===== src/rtl/func_scheduler_pkg.sv =====
// ============================================================================
// Module : func_scheduler_pkg
// Brief  : Shared FSM state encoding, response record and default width.
// Rev    : 1.0 - initial release
// ============================================================================
`default_nettype none

package func_scheduler_pkg;

  localparam int DEF_WIDTH = 10;
  localparam int MAX_ID_W  = 3;

  typedef enum logic [1:0] {
    ST_IDLE = 2'd0,
    ST_X    = 2'd1,
    ST_Y    = 2'd2,
    ST_Z    = 2'd3
  } state_e;

  // Response record at the default width; id is sized for the largest N_REQ (8).
  typedef struct packed {
    logic [MAX_ID_W-1:0]  id;
    logic [DEF_WIDTH-1:0] ret;
    logic [DEF_WIDTH-1:0] b;
    logic [DEF_WIDTH-1:0] c;
  } rsp_t;

endpackage

`default_nettype wire


===== src/rtl/func_scheduler_rr_arbiter.sv =====
// ============================================================================
// Module : rr_arbiter
// Brief  : Combinational round-robin arbiter; search starts at ptr, one-hot out.
// Rev    : 1.0 - initial release
// ============================================================================
`default_nettype none

module rr_arbiter #(
  parameter int N = 2
) (
  input  logic [N-1:0]         req,
  input  logic [$clog2(N)-1:0] ptr,
  output logic [N-1:0]         grant
);

  logic w_found;
  int   w_idx;

  always_comb begin
    grant   = '0;
    w_found = 1'b0;
    w_idx   = 0;
    for (int i = 0; i < N; i++) begin
      w_idx = int'(ptr) + i;
      if (w_idx >= N) w_idx = w_idx - N;
      if (!w_found && req[w_idx]) begin
        grant[w_idx] = 1'b1;
        w_found      = 1'b1;
      end
    end
  end

endmodule

`default_nettype wire


===== src/rtl/func_scheduler.sv =====
// ============================================================================
// Module : func_scheduler
// Brief  : Round-robin scheduler feeding a 3-step function unit (b, ret, c).
//          Optional grant counter enabled by macro FUNC_SCHEDULER_STATS_EN.
// Rev    : 1.0 - initial release
// ============================================================================
`default_nettype none

module func_scheduler
  import func_scheduler_pkg::*;
#(
  parameter int WIDTH = DEF_WIDTH,
  parameter int N_REQ = 2
) (
  input  logic                       i_clk,
  input  logic                       i_rst,
  input  logic [N_REQ-1:0]           i_req_valid,
  output logic [N_REQ-1:0]           o_req_ready,
  input  logic [N_REQ*WIDTH-1:0]     i_req_a,
  input  logic [N_REQ*32-1:0]        i_req_d,
  output logic                       o_rsp_valid,
  input  logic                       i_rsp_ready,
  output logic [$clog2(N_REQ)-1:0]   o_rsp_id,
  output logic [WIDTH-1:0]           o_rsp_ret,
  output logic [WIDTH-1:0]           o_rsp_b,
  output logic [WIDTH-1:0]           o_rsp_c,
`ifdef FUNC_SCHEDULER_STATS_EN
  output logic [15:0]                o_grant_count,
`endif
  output logic                       o_busy
);

  localparam int IDW = $clog2(N_REQ);

  state_e           state_q, state_d;
  logic [IDW-1:0]   p_q, p_d;
  logic [IDW-1:0]   id_q, id_d;
  logic [WIDTH-1:0] a_q, a_d;
  logic [WIDTH-1:0] d_q, d_d;
  logic [WIDTH-1:0] ret_q, ret_d;
  logic [WIDTH-1:0] b_q, b_d;
  logic [WIDTH-1:0] c_q, c_d;

  logic [N_REQ-1:0] w_grant;
  logic [IDW-1:0]   w_win;
  logic             w_take;

  rr_arbiter #(.N(N_REQ)) u_arb (
    .req   (i_req_valid),
    .ptr   (p_q),
    .grant (w_grant)
  );

  always_comb begin
    w_win = '0;
    for (int k = 0; k < N_REQ; k++) begin
      if (w_grant[k]) w_win = IDW'(k);
    end
  end

  assign w_take = (state_q == ST_IDLE) && (|i_req_valid);

  always_comb begin
    state_d     = state_q;
    p_d         = p_q;
    id_d        = id_q;
    a_d         = a_q;
    d_d         = d_q;
    ret_d       = ret_q;
    b_d         = b_q;
    c_d         = c_q;
    o_req_ready = '0;
    unique case (state_q)
      ST_IDLE: begin
        if (w_take) begin
          o_req_ready = i_rst ? '0 : w_grant;
          id_d        = w_win;
          a_d         = i_req_a[int'(w_win)*WIDTH +: WIDTH];
          // Only the low WIDTH bits of d can influence a result taken mod 2^WIDTH.
          d_d         = WIDTH'(i_req_d[int'(w_win)*32 +: 32]);
          p_d         = (int'(w_win) == N_REQ-1) ? '0 : w_win + 1'b1;
          state_d     = ST_X;
        end
      end
      ST_X: begin
        b_d     = a_q + WIDTH'(1) + d_q;
        state_d = ST_Y;
      end
      ST_Y: begin
        ret_d   = a_q + WIDTH'(2);
        c_d     = a_q;
        state_d = ST_Z;
      end
      ST_Z: begin
        if (i_rsp_ready) state_d = ST_IDLE;
      end
      default: state_d = ST_IDLE;
    endcase
  end

  always_ff @(posedge i_clk) begin
    if (i_rst) begin
      state_q <= ST_IDLE;
      p_q     <= '0;
      id_q    <= '0;
      a_q     <= '0;
      d_q     <= '0;
      ret_q   <= '0;
      b_q     <= '0;
      c_q     <= '0;
    end else begin
      state_q <= state_d;
      p_q     <= p_d;
      id_q    <= id_d;
      a_q     <= a_d;
      d_q     <= d_d;
      ret_q   <= ret_d;
      b_q     <= b_d;
      c_q     <= c_d;
    end
  end

  assign o_rsp_valid = (state_q == ST_Z);
  assign o_busy      = (state_q != ST_IDLE);
  assign o_rsp_id    = id_q;
  assign o_rsp_ret   = ret_q;
  assign o_rsp_b     = b_q;
  assign o_rsp_c     = c_q;

`ifdef FUNC_SCHEDULER_STATS_EN
  logic [15:0] grant_cnt_q;

  always_ff @(posedge i_clk) begin
    if (i_rst) begin
      grant_cnt_q <= '0;
    end else if (w_take && (grant_cnt_q != 16'hFFFF)) begin
      grant_cnt_q <= grant_cnt_q + 16'd1;
    end
  end

  assign o_grant_count = grant_cnt_q;
`endif

endmodule

`default_nettype wire

===== config.mk =====
export PLATFORM = sky130hd
export DESIGN_NAME = func_scheduler
export DESIGN_NICKNAME = d
export VERILOG_FILES = /design/src/rtl/func_scheduler_pkg.sv /design/src/rtl/func_scheduler_rr_arbiter.sv /design/src/rtl/func_scheduler.sv
export SDC_FILE = /design/constraint.sdc
export NUM_CORES = 1
export LEC_CHECK = 0
export CAP_MARGIN = 20
export CORE_ASPECT_RATIO = 0.7
export CORE_MARGIN = 5
export CORE_UTILIZATION = 38
export DETAILED_ROUTE_END_ITERATION = 8
export GPL_ROUTABILITY_DRIVEN = 0
export PLACE_DENSITY = 0.78
export RECOVER_POWER = 100
export SYNTH_ARGS = -nofsm -noshare
export SYNTH_HDL_FRONTEND = slang
export SYNTH_SLANG_ARGS = --single-unit
export TNS_END_PERCENT = 5

===== constraint.sdc =====
create_clock -name i_clk -period 2.1 [get_ports i_clk]
set_input_delay 0.315 -clock i_clk [delete_from_list [all_inputs] [get_ports i_clk]]
set_output_delay 0.315 -clock i_clk [all_outputs]
set_load 0.01 [all_outputs]

* After elaboration in Yosys (flattened, before gate mapping)
Cells that the tools add are included.
** Storage, ports and cells
- Input bits :: 89
- Bits in latches :: 0
- Memory bits (read-only) :: 0
- Register bits after elaboration :: 54
- Bits in writable memories :: 0
- Memories :: 0
** Operators by class
- Bitwise gates (word level) :: 1
- Magnitude comparators :: 6
- Eq/ne operators :: 5
- $add $sub $neg :: 7
- Mux-type cells :: 23
- Shift operators :: 2
- Divide/modulo/power cells :: 0
- Reductions and logical operators :: 10
- $mul :: 1
** Operators by type and width (number)
- greater-or-equal comparator 32 x 1 -> 1 bit (second input constant) :: 2
- < comparator 32 x 3 -> 1 bit (second input constant) :: 2
- two-way mux 32 bit :: 2
- variable part select 64 x 7 -> 10 bit :: 1
- greater-or-equal comparator 32 x 3 -> 1 bit (second input constant) :: 1
- subtractor 32 x 3 -> 32 bit (second input constant) :: 1
- variable part select 20 x 6 -> 10 bit :: 1
- two-way mux 2 bit :: 7
- two-way mux 1 bit :: 11
- adder 10 x 1 -> 10 bit (second input constant) :: 1
- adder 10 bit :: 1
- adder 10 x 2 -> 10 bit (second input constant) :: 1
- one-hot mux 2 bit (4 select lines) :: 1
- equality test 2 bit (second input constant) :: 2
- logical AND 1 bit :: 4
- multiplier 1 x 3 -> 4 bit (second input constant) :: 1
- AND reduction 2 bit :: 2
- subtractor 1 x 2 -> 3 bit (second input constant) :: 1
- adder 1 x 1 -> 2 bit (second input constant) :: 1
- demux 1 bit (select 1 bit) :: 2
- equality test 2 x 1 -> 1 bit (second input constant) :: 1
- greater-or-equal comparator 1 x 2 -> 1 bit (second input constant) :: 1
- logical NOT 2 bit :: 1
- != test 2 x 1 -> 1 bit (second input constant) :: 1
- 6 further kinds :: 6

* Depth between registers and ports, before layout
Gate-level depths: netlist (run 1).
- Word-level depth :: 12
- Gate-level depth with buffers :: 8
- Gate-level depth less buffers :: 8

* By module
Synthesis (run 1) repeated with hierarchy kept, for this count alone.
** Second synthesis, totals
- Cell total of the unflattened synthesis :: 302
- Area, all modules :: 2698.8 µm²
** By module, submodules not included
- func_scheduler :: area each 2680.1 µm², times used 1, sequential area each 1061.0 µm², cells an instance 299
- rr_arbiter :: area each 18.8 µm², times used 1, sequential area each 0.0 µm², cells an instance 3

* Worst setup path before layout (run 1)
No wires, ideal clock.
- Kind :: flip-flop to flip-flop
- Start :: register a_q[1]
- End :: register b_q[6], in the netlist o_rsp_b[6]
- Cell stages (with the launch flop) :: 8
- Buffers on the path :: 0
- Path slack :: 0.085 ns
- Data arrival time :: 1.920 ns
- Cell sequence :: dfxtp_1 -> inv_1 -> fa_1 -> nand2b_1 -> a21oi_2 -> a31oi_1 -> or4b_1 -> o311ai_1
** Between the ends
- Word-level cells in the longest chain between the ends :: 2
** Ends and longest elaborated chain
- start, declared :: line func_scheduler.sv:38 : logic [WIDTH-1:0] a_q, a_d;
- start signal, assigned :: line func_scheduler.sv:106 : a_q <= '0;
- start signal, assigned :: line func_scheduler.sv:115 : a_q <= a_d;
- adder 10 x 1 -> 10 bit :: line func_scheduler.sv:86 : b_d = a_q + WIDTH'(1) + d_q;
- adder 10 bit :: line func_scheduler.sv:86
- end signal, assigned :: line func_scheduler.sv:109 : b_q <= '0;
- end signal, assigned :: line func_scheduler.sv:118 : b_q <= b_d;
- end, declared :: line func_scheduler.sv:41 : logic [WIDTH-1:0] b_q, b_d;
Every way passes these cells.
A chain may end at the register's enable or synchronous reset.

* Worst setup path in the final report (run 1)
- Start :: register a_q[0]
- End :: register b_q[6], in the netlist o_rsp_b[6]
Same word-level chain as after synthesis.

==> flow_summary.yaml, run 1 <==
worst_setup_path:
  worstSetupEndpoint: "o_rsp_b[6]$_SDFFE_PP0N_"
  crit_fanout: 2
  r2r-end: "o_rsp_b[6]$_SDFFE_PP0N_"
  cp-startpoint: "a_q[0]$_SDFFE_PP0P_"
  crit_cells: 8
  path_cells: "inv_2 -> ha_4 -> fa_2 -> nand2b_4 -> a21oi_4 -> a31oi_2 -> or4b_1 -> o311ai_1"
  path_class: "register to register"
  crit_arrival_ns: 2.28
  crit_family: "simple AND/OR/NAND/NOR gates"
  reg2reg_from: "a_q[0]$_SDFFE_PP0P_"
  crit_path_end_kind: "register"
  critPathBufInv: 1
  critPathMaxStageDelay_ns: 0.53
  r2r_slack_ns: 0.03
  crit_required_ns: 2.31
  r2r.worst_path.cells: 8
  slowest_stage: "or4b_1"
  worstSetupStartpointType: "register"
clocking:
  path_clk_slew_ns: 0.10
  hold_buffers: 0
  post_cts_buffers: 0
  ctsLongestPathBuffers: 2
  clk_latency_ns: 0.31
  root_buffer: "clkbuf_8"
  cts_tree: "built"
  cts_buffers: 5
  cts.sinks: 53
  htreeDepth: 2
route:
  vias_per_cell: 5.06
  wl_um: 6670
  ant_nets: 0
  vias: 2381
  wl_per_cell_um: 14.2
  drt_first_pass_iters: 5
  post-route-drc-count: 0
  drt-initial-drc-count: 104
yosys:
  synth-seq-cells: 53
  ys_top_cells_by_area: "dfxtp_1, mux2i_1, a211oi_1"
  synth_edf_count: 0
  yosys.area.top_type: "dfxtp_1"
  async_flop_share: 0
  syn_inst: 292
  yosysWarningCount: 0
  syn_area_per_cell_um2: 9.25
  yosysUniqueCellTypes: 44
  synthesis.nets: 396
  ys_seq_area_frac: 0.393
  synth_top_flop_cell: "dfxtp_1"
  netlist.area_leader.share: 0.393
  synth.cell_area_um2: 2700
timing:
  timing.fmax_ghz: 0.483
  period_needed_ns: 2.07
  tns_ns: 0
  tightest_slew_ns: 0.669
  post-route-period-util: 0.986
  max_slew_margin: 0.554
  drv_slew: 0
  setup_viol: 0
  fin_skew_ns: 0.00879
  finalHoldViolCount: 0
  rsz0062_at_grt: "true"
worst_hold_path:
  hp-class: "input port to register"
  min_from: "i_rst"
  min_delay_path_depth: 3
placement:
  io_buffers: 79
  dp_hpwl_um: 5020
  placed_cell_area_um2: 3650
floorplan:
  die-width_um: 111
  rows: 25
  initial_utilization: 0.396
  core_area_um2: 6820
  ioPinCount: 124
  die-area_um2: 8920
  fp.dieH_um: 80.5
cells_and_area:
  finish.utilization: 0.557
  area_delta_synth_final_pct: 40.8
  nets: 480
  drive_gt1_frac: 0.114
  layout_common_cells: "nor2_1, clkdlybuf4s50_1, dfxtp_1"
  diodes: 0
  final_cell_area_um2: 3800
  fillCellCount: 621
global_routing:
  grtUsageTotal: 0.148
  gr-total-overflow: 0
  grt_max_degree: 63
  antenna_found_initial: 0
  grt_pass1_wl_um: 10800
  first_global_vias: 2244
power_and_ir_drop:
  p_leak_nw: 1.61
  max-vdd-ir-drop_mv: 0.501
  power.total_w: 0.00476
  powerDensity_nw_per_um2: 1250
run:
  cap_viol_max_count: 0
status:
  status: "completed"
-- layer usage --
layer  part of all wire  vias to the layer above  global-route usage  wire (µm)
met5                  0                        -                   0          0
met2               0.47                       67               0.249       3130
met1               0.46                     1091               0.190       3100
met4              0.012                        0              0.0369         82
met3              0.053                        7              0.0407        354
li1                   -                     1216                   -          -
-- power breakdown --
group / leakage [nW] / internal, W / switching, W
Combinational: 1.12 / 0.00117 / 0.00133
Sequential: 0.436 / 0.00135 / 0.000203
Clock: 0.0543 / 0.000357 / 0.000347
Total: 1.61 / 0.00288 / 0.00188
-- cell usage after synthesis (2+ instances only) --
master,count
nor4b_1,2
nand2_1,5
xor2_1,8
inv_2,2
o311ai_1,2
nor3b_1,2
inv_1,11
a21o_1,2
buf_2,7
nand2b_1,4
dfxtp_1,53
mux2i_1,37
nand4b_1,2
a211oi_2,2
nor3_1,3
nor2_1,54
clkbuf_1,9
nor2b_1,3
and3_1,2
nand3_1,4
a21oi_1,8
a211oi_1,28
nand4_1,2
a31oi_1,2
buf_4,3
ha_1,14
o221ai_1,2
xnor2_1,3
-- cell families (layout without fill, tap and decap cells) --
family                   count (synthesis)  in the layout  share of synthesized area
AND/OR/NAND/NOR                         89             89                      0.157
AO/OA/AOI/OAI                           55             55                      0.153
flip-flops                              53             53                      0.393
buffers and inverters                   32            117                     0.0519
XOR/XNOR                                11             11                     0.0357
multiplexers                            37             37                      0.137
adder cells (fa/ha/maj)                 15             15                     0.0723
-- timing repair --
action	CTS	global route
pin swaps	0	5
setup endpoints to repair	4	3
endpoints found under the hold margin	0	0
gates resized for setup	3	13
gates cloned	0	0
-- worst register-to-register path, stage by stage (launching register included) --
cell,delay (ns)
dfxtp_2,0.34
inv_2,0.05
ha_4,0.16
fa_2,0.36
nand2b_4,0.16
a21oi_4,0.17
a31oi_2,0.11
or4b_1,0.53
o311ai_1,0.10
-- through the flow --
step	setup WS [ns]	std cells	hold WS [ns]
floorplan	0.0850	292	0.430
global placement	0.0177	463	0.467
detailed placement	0.0374	463	0.475
CTS	-0.0126	471	0.389
global route	-0.0565	471	0.405
finish	0.0300	471	0.402
-- state kept, by name, indices dropped and copies added (netlist names) --
name / cells
o_rsp_c: 9
state_q: 2
d_q: 10
o_rsp_ret: 10
o_rsp_id: 1
a_q: 10
o_rsp_b: 10
p_q: 1
-- layout make-up --
cell class                      instances  area [µm²]  area share
Tap cell                               94         118      0.0309
Timing Repair Buffer                   96         911       0.240
Multi-Input combinational cell        207        1540       0.406
Sequential cell                        53        1060       0.280
Clock buffer                            5        68.8      0.0181
Inverter                               13        48.8      0.0128
Clock inverter                          3        46.3      0.0122
-- how the worst min path moves through the flow --
stage                                       end  slack, ns
after floorplan                p_q$_SDFFE_PP0P_       0.43
after global placement    o_rsp_id$_SDFFE_PP0P_       0.47
after detailed placement  o_rsp_id$_SDFFE_PP0P_       0.48
after CTS                 o_rsp_id$_SDFFE_PP0P_       0.39
after global routing      o_rsp_id$_SDFFE_PP0P_       0.41
final                     o_rsp_id$_SDFFE_PP0P_       0.40
Note: power is estimated with default switching activity, not from simulation.
==> run 2, diff against run 1 <==
--- a/config.mk
+++ b/config.mk
@@ -5,6 +5,7 @@
 export SDC_FILE = /design/constraint.sdc
 export NUM_CORES = 1
 export LEC_CHECK = 0
+export ABC_CLOCK_PERIOD_IN_PS = 2100
 export CAP_MARGIN = 20
 export CORE_ASPECT_RATIO = 0.7
 export CORE_MARGIN = 5
==> results of run 2 <==
Same layout as run 1: the final DEF is identical, and so are final timing and power.
==> run 3, diff against run 2 <==
--- a/config.mk
+++ b/config.mk
@@ -5,14 +5,16 @@
 export SDC_FILE = /design/constraint.sdc
 export NUM_CORES = 1
 export LEC_CHECK = 0
-export ABC_CLOCK_PERIOD_IN_PS = 2100
 export CAP_MARGIN = 20
+export CELL_PAD_IN_SITES_DETAIL_PLACEMENT = 0
+export CELL_PAD_IN_SITES_GLOBAL_PLACEMENT = 1
 export CORE_ASPECT_RATIO = 0.7
 export CORE_MARGIN = 5
-export CORE_UTILIZATION = 38
+export CORE_UTILIZATION = 27
+export CTS_CLUSTER_SIZE = 24
 export DETAILED_ROUTE_END_ITERATION = 8
 export GPL_ROUTABILITY_DRIVEN = 0
-export PLACE_DENSITY = 0.78
+export PLACE_DENSITY_LB_ADDON = 0.1
 export RECOVER_POWER = 100
 export SYNTH_ARGS = -nofsm -noshare
 export SYNTH_HDL_FRONTEND = slang
==> flow_summary.yaml, run 3 (same netlist as run 1, synthesis figures left out) <==
status:
  status: "completed"
worst_hold_path:
  min_delay_path_depth: 3
  hp-class: "input port to register"
power_and_ir_drop:
  powerDensity_nw_per_um2: 1290
  max-vdd-ir-drop_mv: 0.542
  p_leak_nw: 1.60
cells_and_area:
  fillCellCount: 993
  layout_commonest_cell: "clkdlybuf4s50_1"
  multi_input_area_um2: 1550
  final_cell_area_um2: 3950
  regArea_um2: 1070
  area_delta_synth_final_pct: 46.2
  drive_gt1_frac: 0.124
  diodes: 0
  nets: 483
  layout_common_cells: "clkdlybuf4s50_1, nor2_1, dfxtp_1"
worst_setup_path:
  r2r.worst_path.cells: 8
  crit_path_end_kind: "register"
  worstSetupStartpointType: "register"
  crit_arrival_ns: 2.25
  crit_fanout: 2
  r2r_slack_ns: 0.06
  crit_required_ns: 2.30
  path_class: "register to register"
timing:
  max_slew_margin: 0.505
  rsz0062_at_grt: "true"
  tightest_slew_ns: 0.742
  post-route-period-util: 0.974
  tns_ns: 0
  fin_skew_ns: 0.00343
  timing.fmax_ghz: 0.489
  finalHoldViolCount: 0
  setup_viol: 0
  period_needed_ns: 2.04
  drv_slew: 0
placement:
  placed_cell_area_um2: 3720
  io_buffers: 79
  dp_hpwl_um: 5580
clocking:
  cts.sinks: 53
  path_clk_slew_ns: 0.07
  htreeDepth: 2
  cts_tree: "built"
  ctsLongestPathBuffers: 2
  clk_latency_ns: 0.29
  cts_buffers: 5
  root_buffer: "clkbuf_16"
global_routing:
  gr-total-overflow: 0
  first_global_vias: 2344
  grtUsageTotal: 0.127
  grt_pass1_wl_um: 11900
  antenna_found_initial: 0
  grt_max_degree: 63
route:
  vias: 2335
  drt_first_pass_iters: 4
  post-route-drc-count: 0
  wl_um: 7320
  wl_per_cell_um: 14.4
  vias_per_cell: 4.60
  drt-initial-drc-count: 109
  ant_nets: 0
floorplan:
  initial_utilization: 0.278
  ioPinCount: 124
  rows: 30
  die-area_um2: 12100
  die-width_um: 130
  fp.dieH_um: 93.7
  core_area_um2: 9720
run:
  cap_viol_max_count: 0
==> run 3: cell count changes in the layout (fill, tap and decap cells not counted), moves of 2 or more <==
cell	change
dlygate4sd3_1	-22
clkbuf_8	-3
buf_12	+2
buf_4	+2
clkdlybuf4s50_1	+23
clkbuf_16	+5
==> run 3: layer usage <==
metal / GRT usage / share of wire
met4: 0.0372 / 0.011
met3: 0.0369 / 0.051
met1: 0.169 / 0.49
met5: 0 / 0
met2: 0.199 / 0.45
==> run 3: final cells by class <==
cell class,instances,share of cell area
timing repair buffer,99,0.243
clock buffer,7,0.0387
tap,128,0.0406
inverter,13,0.0124
clock inverter,1,0.00222
multi-input combinational,207,0.393
sequential,53,0.270
==> run 3: final timing paths <==
| path | end | startpoint |
|---|---|---|
| max | o_rsp_b[6]$_SDFFE_PP0N_ | d_q[0]$_SDFFE_PP0P_ |
| min | o_rsp_id$_SDFFE_PP0P_ | i_rst |
| max reg2reg | o_rsp_b[6]$_SDFFE_PP0N_ | d_q[0]$_SDFFE_PP0P_ |
| min reg2reg | o_rsp_b[1]$_SDFFE_PP0N_ | o_rsp_b[1]$_SDFFE_PP0N_ |
==> run 3: through the flow <==
step,hold WS (ns),total power [W],setup slack (ns),util,instances
after global placement,0.472,0.00413,-0.0138,0.382,498
after CTS,0.397,0.00507,-0.0599,0.399,506
after global routing,0.430,0.00555,-0.0499,0.406,508
after detailed placement,0.475,0.00416,-0.0120,0.382,498
after floorplan,0.430,0.00308,0.0850,-,292
final,0.398,0.00510,0.0554,0.406,508
==> run 3: critical path: stages (launching register included) <==
cell and delay, ns:
dfxtp_2 0.34, inv_2 0.04, ha_4 0.16, fa_2 0.35, nand2b_4 0.15, a21oi_4 0.19, a31oi_4 0.11, or4b_1 0.53
o311ai_1 0.08
==> run 3: where the power goes <==
part           internal, W  total, W  leakage, nW  switching, W
combinational      0.00128   0.00264         1.08       0.00136
sequential         0.00135   0.00157        0.437      0.000220
clock             0.000512  0.000891       0.0805      0.000379
total              0.00314   0.00510         1.60       0.00196
==> run 3: repair_timing <==
item | CTS | global route
pin swaps | 0 | 6
hold buffers | 0 | 0
setup buffers | 0 | 2
gates resized for setup | 1 | 15
endpoints found under the setup margin | 2 | 4
